<file path="src/rtl/demux_1x4_sched_if.sv">
// Stream bundle for demux_1x4_sched: one valid/ready input stream, four output lanes.
// The master modport drives the producer/consumer side; the slave modport is the dispatcher.
interface demux_1x4_sched_if #(
    parameter int unsigned WIDTH = 16
);
    logic [WIDTH-1:0]      in_data;
    logic [1:0]            in_dest;
    logic                  in_valid;
    logic                  in_ready;
    logic [3:0][WIDTH-1:0] outp;
    logic [3:0]            out_valid;
    logic [3:0]            out_ready;
    logic [1:0]            sel;
    logic                  busy;

    modport master (
        output in_data,
        output in_dest,
        output in_valid,
        output out_ready,
        input  in_ready,
        input  outp,
        input  out_valid,
        input  sel,
        input  busy
    );

    modport slave (
        input  in_data,
        input  in_dest,
        input  in_valid,
        input  out_ready,
        output in_ready,
        output outp,
        output out_valid,
        output sel,
        output busy
    );
endinterface

</file>
<file path="src/rtl/demux_1x4_sched.sv">
// Single-entry stream dispatcher routing each word to one of four lanes (round-robin or tagged).
// Optional per-lane fire counters and stall counter when DEMUX_SCHED_STATS_EN is defined.
module demux_1x4_sched #(
    parameter int unsigned WIDTH      = 16,
    parameter int unsigned ROUTE_MODE = 0
) (
    input  logic                  clk,
    input  logic                  rst,
    input  logic                  flush,
`ifdef DEMUX_SCHED_STATS_EN
    output logic [3:0][15:0]      lane_count,
    output logic [15:0]           stall_count,
`endif
    demux_1x4_sched_if.slave      bus
);

    logic             buf_valid_q, buf_valid_d;
    logic [WIDTH-1:0] buf_data_q, buf_data_d;
    logic [1:0]       buf_dest_q, buf_dest_d;
    logic [1:0]       rr_ptr_q, rr_ptr_d;

    logic [1:0] tgt;
    logic       fire;
    logic       accept;
    logic       in_ready;

    assign tgt      = (ROUTE_MODE == 1) ? buf_dest_q : rr_ptr_q;
    assign fire     = buf_valid_q && bus.out_ready[tgt];
    // Ready passes straight through from the target lane so a draining buffer refills same cycle.
    assign in_ready = !rst && !flush && (!buf_valid_q || fire);
    assign accept   = bus.in_valid && in_ready;

    assign bus.in_ready = in_ready;
    assign bus.sel      = tgt;
    assign bus.busy     = buf_valid_q;

    always_comb begin
        bus.outp      = '0;
        bus.out_valid = '0;
        for (int k = 0; k < 4; k++) begin
            if (buf_valid_q && (tgt == 2'(k))) begin
                bus.outp[k]      = buf_data_q;
                bus.out_valid[k] = 1'b1;
            end
        end
    end

    always_comb begin
        buf_valid_d = buf_valid_q;
        buf_data_d  = buf_data_q;
        buf_dest_d  = buf_dest_q;
        rr_ptr_d    = rr_ptr_q;
        if (flush) begin
            buf_valid_d = 1'b0;
            rr_ptr_d    = 2'd0;
        end else begin
            if (accept) begin
                buf_valid_d = 1'b1;
                buf_data_d  = bus.in_data;
                buf_dest_d  = bus.in_dest;
            end else if (fire) begin
                buf_valid_d = 1'b0;
            end
            if (fire && (ROUTE_MODE == 0)) begin
                rr_ptr_d = rr_ptr_q + 2'd1;
            end
        end
    end

    always_ff @(posedge clk) begin
        if (rst) begin
            buf_valid_q <= 1'b0;
            buf_data_q  <= '0;
            buf_dest_q  <= 2'd0;
            rr_ptr_q    <= 2'd0;
        end else begin
            buf_valid_q <= buf_valid_d;
            buf_data_q  <= buf_data_d;
            buf_dest_q  <= buf_dest_d;
            rr_ptr_q    <= rr_ptr_d;
        end
    end

`ifdef DEMUX_SCHED_STATS_EN
    logic [3:0][15:0] lane_count_q, lane_count_d;
    logic [15:0]      stall_count_q, stall_count_d;
    logic             stall;

    assign stall = buf_valid_q && !bus.out_ready[tgt];

    always_comb begin
        lane_count_d  = lane_count_q;
        stall_count_d = stall_count_q;
        if (flush) begin
            lane_count_d  = '0;
            stall_count_d = '0;
        end else begin
            if (fire && (lane_count_q[tgt] != 16'hFFFF)) begin
                lane_count_d[tgt] = lane_count_q[tgt] + 16'd1;
            end
            if (stall && (stall_count_q != 16'hFFFF)) begin
                stall_count_d = stall_count_q + 16'd1;
            end
        end
    end

    always_ff @(posedge clk) begin
        if (rst) begin
            lane_count_q  <= '0;
            stall_count_q <= '0;
        end else begin
            lane_count_q  <= lane_count_d;
            stall_count_q <= stall_count_d;
        end
    end

    assign lane_count  = lane_count_q;
    assign stall_count = stall_count_q;
`endif

endmodule

</file>
<file path="src/flat_wrapper.sv">
// flat-port wrapper written by rule: the top's interface ports become plain ports
module demux_1x4_sched_flat 
#(
    parameter int unsigned WIDTH      = 16,
    parameter int unsigned ROUTE_MODE = 0
)
  (clk, rst, flush, bus_in_data, bus_in_dest, bus_in_valid, bus_out_ready, bus_in_ready, bus_outp, bus_out_valid, bus_sel, bus_busy);
  demux_1x4_sched_if #(.WIDTH(WIDTH)) bus_i ();
  input  logic clk;
  input  logic rst;
  input  logic flush;
  input wire logic [$bits(bus_i.in_data)-1:0] bus_in_data;
  input wire logic [$bits(bus_i.in_dest)-1:0] bus_in_dest;
  input wire logic [$bits(bus_i.in_valid)-1:0] bus_in_valid;
  input wire logic [$bits(bus_i.out_ready)-1:0] bus_out_ready;
  output wire logic [$bits(bus_i.in_ready)-1:0] bus_in_ready;
  output wire logic [$bits(bus_i.outp)-1:0] bus_outp;
  output wire logic [$bits(bus_i.out_valid)-1:0] bus_out_valid;
  output wire logic [$bits(bus_i.sel)-1:0] bus_sel;
  output wire logic [$bits(bus_i.busy)-1:0] bus_busy;
  assign bus_i.in_data = bus_in_data;
  assign bus_i.in_dest = bus_in_dest;
  assign bus_i.in_valid = bus_in_valid;
  assign bus_i.out_ready = bus_out_ready;
  assign bus_in_ready = bus_i.in_ready;
  assign bus_outp = bus_i.outp;
  assign bus_out_valid = bus_i.out_valid;
  assign bus_sel = bus_i.sel;
  assign bus_busy = bus_i.busy;
  demux_1x4_sched #(.WIDTH(WIDTH), .ROUTE_MODE(ROUTE_MODE)) u_core (.clk(clk), .rst(rst), .flush(flush), .bus(bus_i));
endmodule
</file>
<file path="config.mk">
export PLATFORM = sky130hd
export DESIGN_NAME = demux_1x4_sched_flat
export DESIGN_NICKNAME = d
export VERILOG_FILES = /design/src/rtl/demux_1x4_sched_if.sv /design/src/rtl/demux_1x4_sched.sv /design/src/flat_wrapper.sv
export SDC_FILE = /design/constraint.sdc
export NUM_CORES = 1
export LEC_CHECK = 0
export ABC_CLOCK_PERIOD_IN_PS = 3950
export CORE_MARGIN = 4
export CORE_UTILIZATION = 38
export DETAILED_ROUTE_END_ITERATION = 12
export PLACE_DENSITY = 0.86
export SYNTH_ARGS = -nofsm -noshare
export SYNTH_HDL_FRONTEND = slang
export SYNTH_SLANG_ARGS = --single-unit
</file>
<file path="constraint.sdc">
create_clock -name clk -period 3.95 [get_ports clk]
set_input_delay 0.79 -clock clk [delete_from_list [all_inputs] [get_ports clk]]
set_output_delay 0.79 -clock clk [all_outputs]
set_load 0.02 [all_outputs]
</file>
==> report_table.html <==
<table>
<tr><th>Metric</th><th>Value</th></tr>
<tr><th colspan="2">Status</th></tr>
<tr><td>Result of the run</td><td>complete, no violations</td></tr>
<tr><th colspan="2">Clock tree</th></tr>
<tr><td>Clock sink count</td><td>19</td></tr>
<tr><td>Number of buffers between clock root and the deepest sink</td><td>2</td></tr>
<tr><td>Total setup buffers inserted after CTS</td><td>0</td></tr>
<tr><td>Num CTS Buffers</td><td>3</td></tr>
<tr><td>Post-CTS Hold Buffers</td><td>0</td></tr>
<tr><td>Clock-pin slew on the worst setup and hold paths</td><td>0.07 ns</td></tr>
<tr><td>Clock root cell</td><td>sky130_fd_sc_hd__clkbuf_8</td></tr>
<tr><td>H-Tree Depth</td><td>1</td></tr>
<tr><td>Clock tree from TritonCTS</td><td>built</td></tr>
<tr><td>Post-cts sizing count</td><td>0</td></tr>
<tr><td>Clock latency on the worst-skew pair</td><td>0.25 ns</td></tr>
<tr><th colspan="2">Hold path</th></tr>
<tr><td>Worst Hold Depth</td><td>2</td></tr>
<tr><td>WHS Endpoint</td><td>u_core.buf_data_q[0]$_SDFFE_PP0P_</td></tr>
<tr><td>Hold Crit Class</td><td>flip-flop to flip-flop</td></tr>
<tr><td>Worst hold start</td><td>u_core.buf_data_q[0]$_SDFFE_PP0P_</td></tr>
<tr><th colspan="2">Placement</th></tr>
<tr><td>IO Port Bufs</td><td>95</td></tr>
<tr><td>Post-DP HPWL</td><td>3.258 mm</td></tr>
<tr><td>Global placer's final weighted congestion</td><td>0.8317</td></tr>
<tr><td>Instance area after placement</td><td>2350 sq um</td></tr>
<tr><th colspan="2">Final layout</th></tr>
<tr><td>Total of fill cells in the finished design</td><td>293</td></tr>
<tr><td>Fraction of final layout cells with drive strength greater than 1</td><td>10.20%</td></tr>
<tr><td>FF/Latch Area</td><td>380.4 sq um</td></tr>
<tr><td>Final core area utilization</td><td>69.57%</td></tr>
<tr><td>Relative area change from synthesis to final layout</td><td>70.74%</td></tr>
<tr><td>Count of nets after finishing</td><td>276</td></tr>
<tr><td>Area of all placed cells without fillers</td><td>2395 sq um</td></tr>
<tr><td>Area of the multi-input gates</td><td>930.9 sq um</td></tr>
<tr><td>Number of diodes</td><td>0</td></tr>
<tr><th colspan="2">STA</th></tr>
<tr><td>RSZ-0062 raised after global routing</td><td>false</td></tr>
<tr><td>Actual slew at the worst max-slew pin</td><td>0.8739 ns</td></tr>
<tr><td>Final sum of negative setup slack</td><td>0 ns</td></tr>
<tr><td>Number of max-slew violations in the final report</td><td>0</td></tr>
<tr><td>Max transition margin</td><td>41.66%</td></tr>
<tr><td>Final number of hold-violating endpoints</td><td>0</td></tr>
<tr><td>Fin crit share</td><td>81.36%</td></tr>
<tr><td>Fmax</td><td>311.2 MHz</td></tr>
<tr><td>Setup violations, final</td><td>0</td></tr>
<tr><td>Post-Route Skew</td><td>0.001424 ns</td></tr>
<tr><td>Final critical delay including setup and external delays</td><td>3.214 ns</td></tr>
<tr><th colspan="2">Global routing</th></tr>
<tr><td>Maximum number of pins on one net before global-route repair</td><td>41</td></tr>
<tr><td>Total routing usage reported by global routing</td><td>19.10%</td></tr>
<tr><td>Via count of the first global-routing pass</td><td>1342</td></tr>
<tr><td>Wire length of the first global-routing pass</td><td>6.831 mm</td></tr>
<tr><td>Remaining Overflow, GRT</td><td>0</td></tr>
<tr><td>Antenna violations before repair</td><td>0</td></tr>
<tr><th colspan="2">Die</th></tr>
<tr><td>Die Outline Area</td><td>4727 sq um</td></tr>
<tr><td>Core region area</td><td>3442 sq um</td></tr>
<tr><td>Horizontal die dimension</td><td>68.76 um</td></tr>
<tr><td>Effective utilization at floorplan</td><td>40.75%</td></tr>
<tr><td>IO Pins</td><td>98</td></tr>
<tr><td>Die extent in y</td><td>68.76 um</td></tr>
<tr><td>Rows</td><td>21</td></tr>
<tr><th colspan="2">Worst setup path</th></tr>
<tr><td>CP Data Required Time</td><td>3.16 ns</td></tr>
<tr><td>Kind of start point of the critical path</td><td>flip-flop</td></tr>
<tr><td>FF-to-FF End</td><td>u_core.buf_data_q[2]$_SDFFE_PP0P_</td></tr>
<tr><td>Largest fanout of any net on the critical path</td><td>40</td></tr>
<tr><td>Register-to-register setup slack</td><td>1.50 ns</td></tr>
<tr><td>Worst reg2reg path startpoint</td><td>u_core.bus.busy$_SDFFE_PP0P_</td></tr>
<tr><td>Element type at the critical path end</td><td>primary output</td></tr>
<tr><td>Worst setup path class</td><td>flip-flop to primary output</td></tr>
<tr><td>Crit path DAT</td><td>2.42 ns</td></tr>
<tr><td>Worst-case reg-to-reg path depth</td><td>5</td></tr>
<tr><th colspan="2">Pwr</th></tr>
<tr><td>IR Drop Worst-Case VDD</td><td>0.2149 mV</td></tr>
<tr><td>Pwr dens</td><td>178.1 nW/um^2</td></tr>
<tr><td>Leakage power total</td><td>1.156 nW</td></tr>
<tr><th colspan="2">Flow run</th></tr>
<tr><td>Max-cap check violation count</td><td>0</td></tr>
<tr><th colspan="2">Synthesis</th></tr>
<tr><td>Sequential cell area fraction in the yosys report</td><td>27.12%</td></tr>
<tr><td>Number of nets produced by synthesis</td><td>189</td></tr>
<tr><td>Netlist cell types</td><td>21</td></tr>
<tr><td>Post-synthesis cell count</td><td>159</td></tr>
<tr><td>Mapped cell area</td><td>1403 sq um</td></tr>
<tr><td>Warnings from Yosys</td><td>0</td></tr>
<tr><td>Post-synthesis register bit count</td><td>19</td></tr>
<tr><td>Average cell area after synthesis</td><td>8.821 sq um</td></tr>
<tr><th colspan="2">Route</th></tr>
<tr><td>Drc violations</td><td>0</td></tr>
<tr><td>Initial DRC count</td><td>62</td></tr>
<tr><td>Wire length per cell after detailed routing</td><td>15.27 um</td></tr>
<tr><td>Routed wire length</td><td>4.444 mm</td></tr>
<tr><td>TritonRoute pass-1 iters</td><td>4</td></tr>
<tr><td>Routed Antenna Nets</td><td>0</td></tr>
<tr><td>Via count</td><td>1470</td></tr>
<tr><td>Via density per instance</td><td>5.052</td></tr>
</table>
[cell families (layout without fill, tap and decap cells)]
group           Yosys count  count (layout)  synth area share (%)
fa+ha+maj                 4               4                 3.568
buf+inv                  18             104                 6.512
flops                    19              19                 27.12
simple gates             93              93                 40.50
xor+xnor                  1               1                0.6246
compound gates            5               5                 2.676
mux                      19              19                 19.00
[worst max path at each step]
stage	from	to	depth (start not counted)
global route	u_core.bus.busy$_SDFFE_PP0P_	bus_outp[12]	3
floorplan	rst	bus_in_ready	3
finish	u_core.bus.busy$_SDFFE_PP0P_	bus_outp[12]	3
detailed placement	bus_out_ready[2]	bus_in_ready	5
CTS	u_core.bus.busy$_SDFFE_PP0P_	bus_outp[12]	3
global placement	bus_out_ready[2]	bus_in_ready	5
[cells in the mapped netlist]
| master | n | share of area [%] |
|---|---|---|
| sky130_fd_sc_hd__buf_12 | 1 | 1.4 |
| sky130_fd_sc_hd__nand2_1 | 3 | 0.80 |
| sky130_fd_sc_hd__o21a_1 | 2 | 1.1 |
| sky130_fd_sc_hd__a21oi_1 | 2 | 0.71 |
| sky130_fd_sc_hd__clkbuf_1 | 14 | 3.7 |
| sky130_fd_sc_hd__nand2b_1 | 1 | 0.45 |
| sky130_fd_sc_hd__and3_1 | 64 | 29 |
| sky130_fd_sc_hd__mux2_2 | 8 | 6.4 |
| sky130_fd_sc_hd__o22ai_2 | 1 | 0.89 |
| sky130_fd_sc_hd__nor3_1 | 3 | 1.1 |
| sky130_fd_sc_hd__or2_1 | 1 | 0.45 |
| sky130_fd_sc_hd__nor2_1 | 1 | 0.27 |
| sky130_fd_sc_hd__mux4_1 | 1 | 1.9 |
| sky130_fd_sc_hd__ha_1 | 4 | 3.6 |
| sky130_fd_sc_hd__buf_6 | 1 | 0.80 |
| sky130_fd_sc_hd__mux2_4 | 10 | 11 |
| sky130_fd_sc_hd__and2_1 | 4 | 1.8 |
| sky130_fd_sc_hd__nor2b_1 | 16 | 7.1 |
| sky130_fd_sc_hd__xnor2_1 | 1 | 0.62 |
| sky130_fd_sc_hd__inv_1 | 2 | 0.54 |
| sky130_fd_sc_hd__dfxtp_1 | 19 | 27 |
[worst max-delay path, cell delays in order, from the launching register on]
cell and delay [ns]:
sky130_fd_sc_hd__dfxtp_1 0.89, sky130_fd_sc_hd__buf_4 0.41, sky130_fd_sc_hd__and3_1 0.21, sky130_fd_sc_hd__clkdlybuf4s50_1 0.64
[final cells by class]
type,count,share of cell area (%)
flip-flops and latches,19,15.88
multi-input cells,122,38.87
clock buffers,4,1.881
well taps,46,2.403
repair buffers,98,40.65
inverters,2,0.3135
[stage by stage]
| stage | setup WS, ns | hold WS [ns] | power [mW] | cells |
|---|---|---|---|---|
| global route | 0.5693 | 0.7007 | 0.4486 | 291 |
| global placement | 0.8658 | 0.6291 | 0.2923 | 287 |
| CTS | 0.7408 | 0.6664 | 0.4317 | 291 |
| detailed placement | 0.8607 | 0.6421 | 0.2944 | 287 |
| finish | 0.7363 | 0.6662 | 0.4265 | 291 |
| floorplan | 1.455 | 0.5997 | 0.2564 | 159 |
[power breakdown]
group,total [mW],switching [mW],internal [mW]
Sequential,0.214,0.0126,0.202
Combinational,0.0761,0.0278,0.0483
Clock,0.136,0.0645,0.0717
Total,0.426,0.105,0.322
[per-layer routing]
metal  global-route usage [%]  vias up  wire length (um)
li1                         -      733                 -
met1                    22.23      677              1830
met2                    35.28       58              2198
met3                    5.186        2               395
met4                    2.920        0                19
met5                        0        -                 0
[layout by cell type (no fill, tap or decap), types with 2 or more instances in the layout]
master and count:
sky130_fd_sc_hd__buf_4 3, sky130_fd_sc_hd__o21a_1 2, sky130_fd_sc_hd__and2_1 4, sky130_fd_sc_hd__clkbuf_8 3, sky130_fd_sc_hd__nor2b_1 16, sky130_fd_sc_hd__nand2_1 3
sky130_fd_sc_hd__clkdlybuf4s50_1 95, sky130_fd_sc_hd__mux2_2 8, sky130_fd_sc_hd__a21oi_1 2, sky130_fd_sc_hd__mux2_4 10, sky130_fd_sc_hd__ha_1 4, sky130_fd_sc_hd__nor3_1 3
sky130_fd_sc_hd__inv_1 2, sky130_fd_sc_hd__dfxtp_1 19, sky130_fd_sc_hd__and3_1 64
[sequential cells by signal, summed over array words and instances (netlist names)]
signal / cells
u_core.buf_data_q: 16
u_core.bus.sel: 2
u_core.bus.busy: 1
No activity file was read; power rests on OpenSTA's default activity.
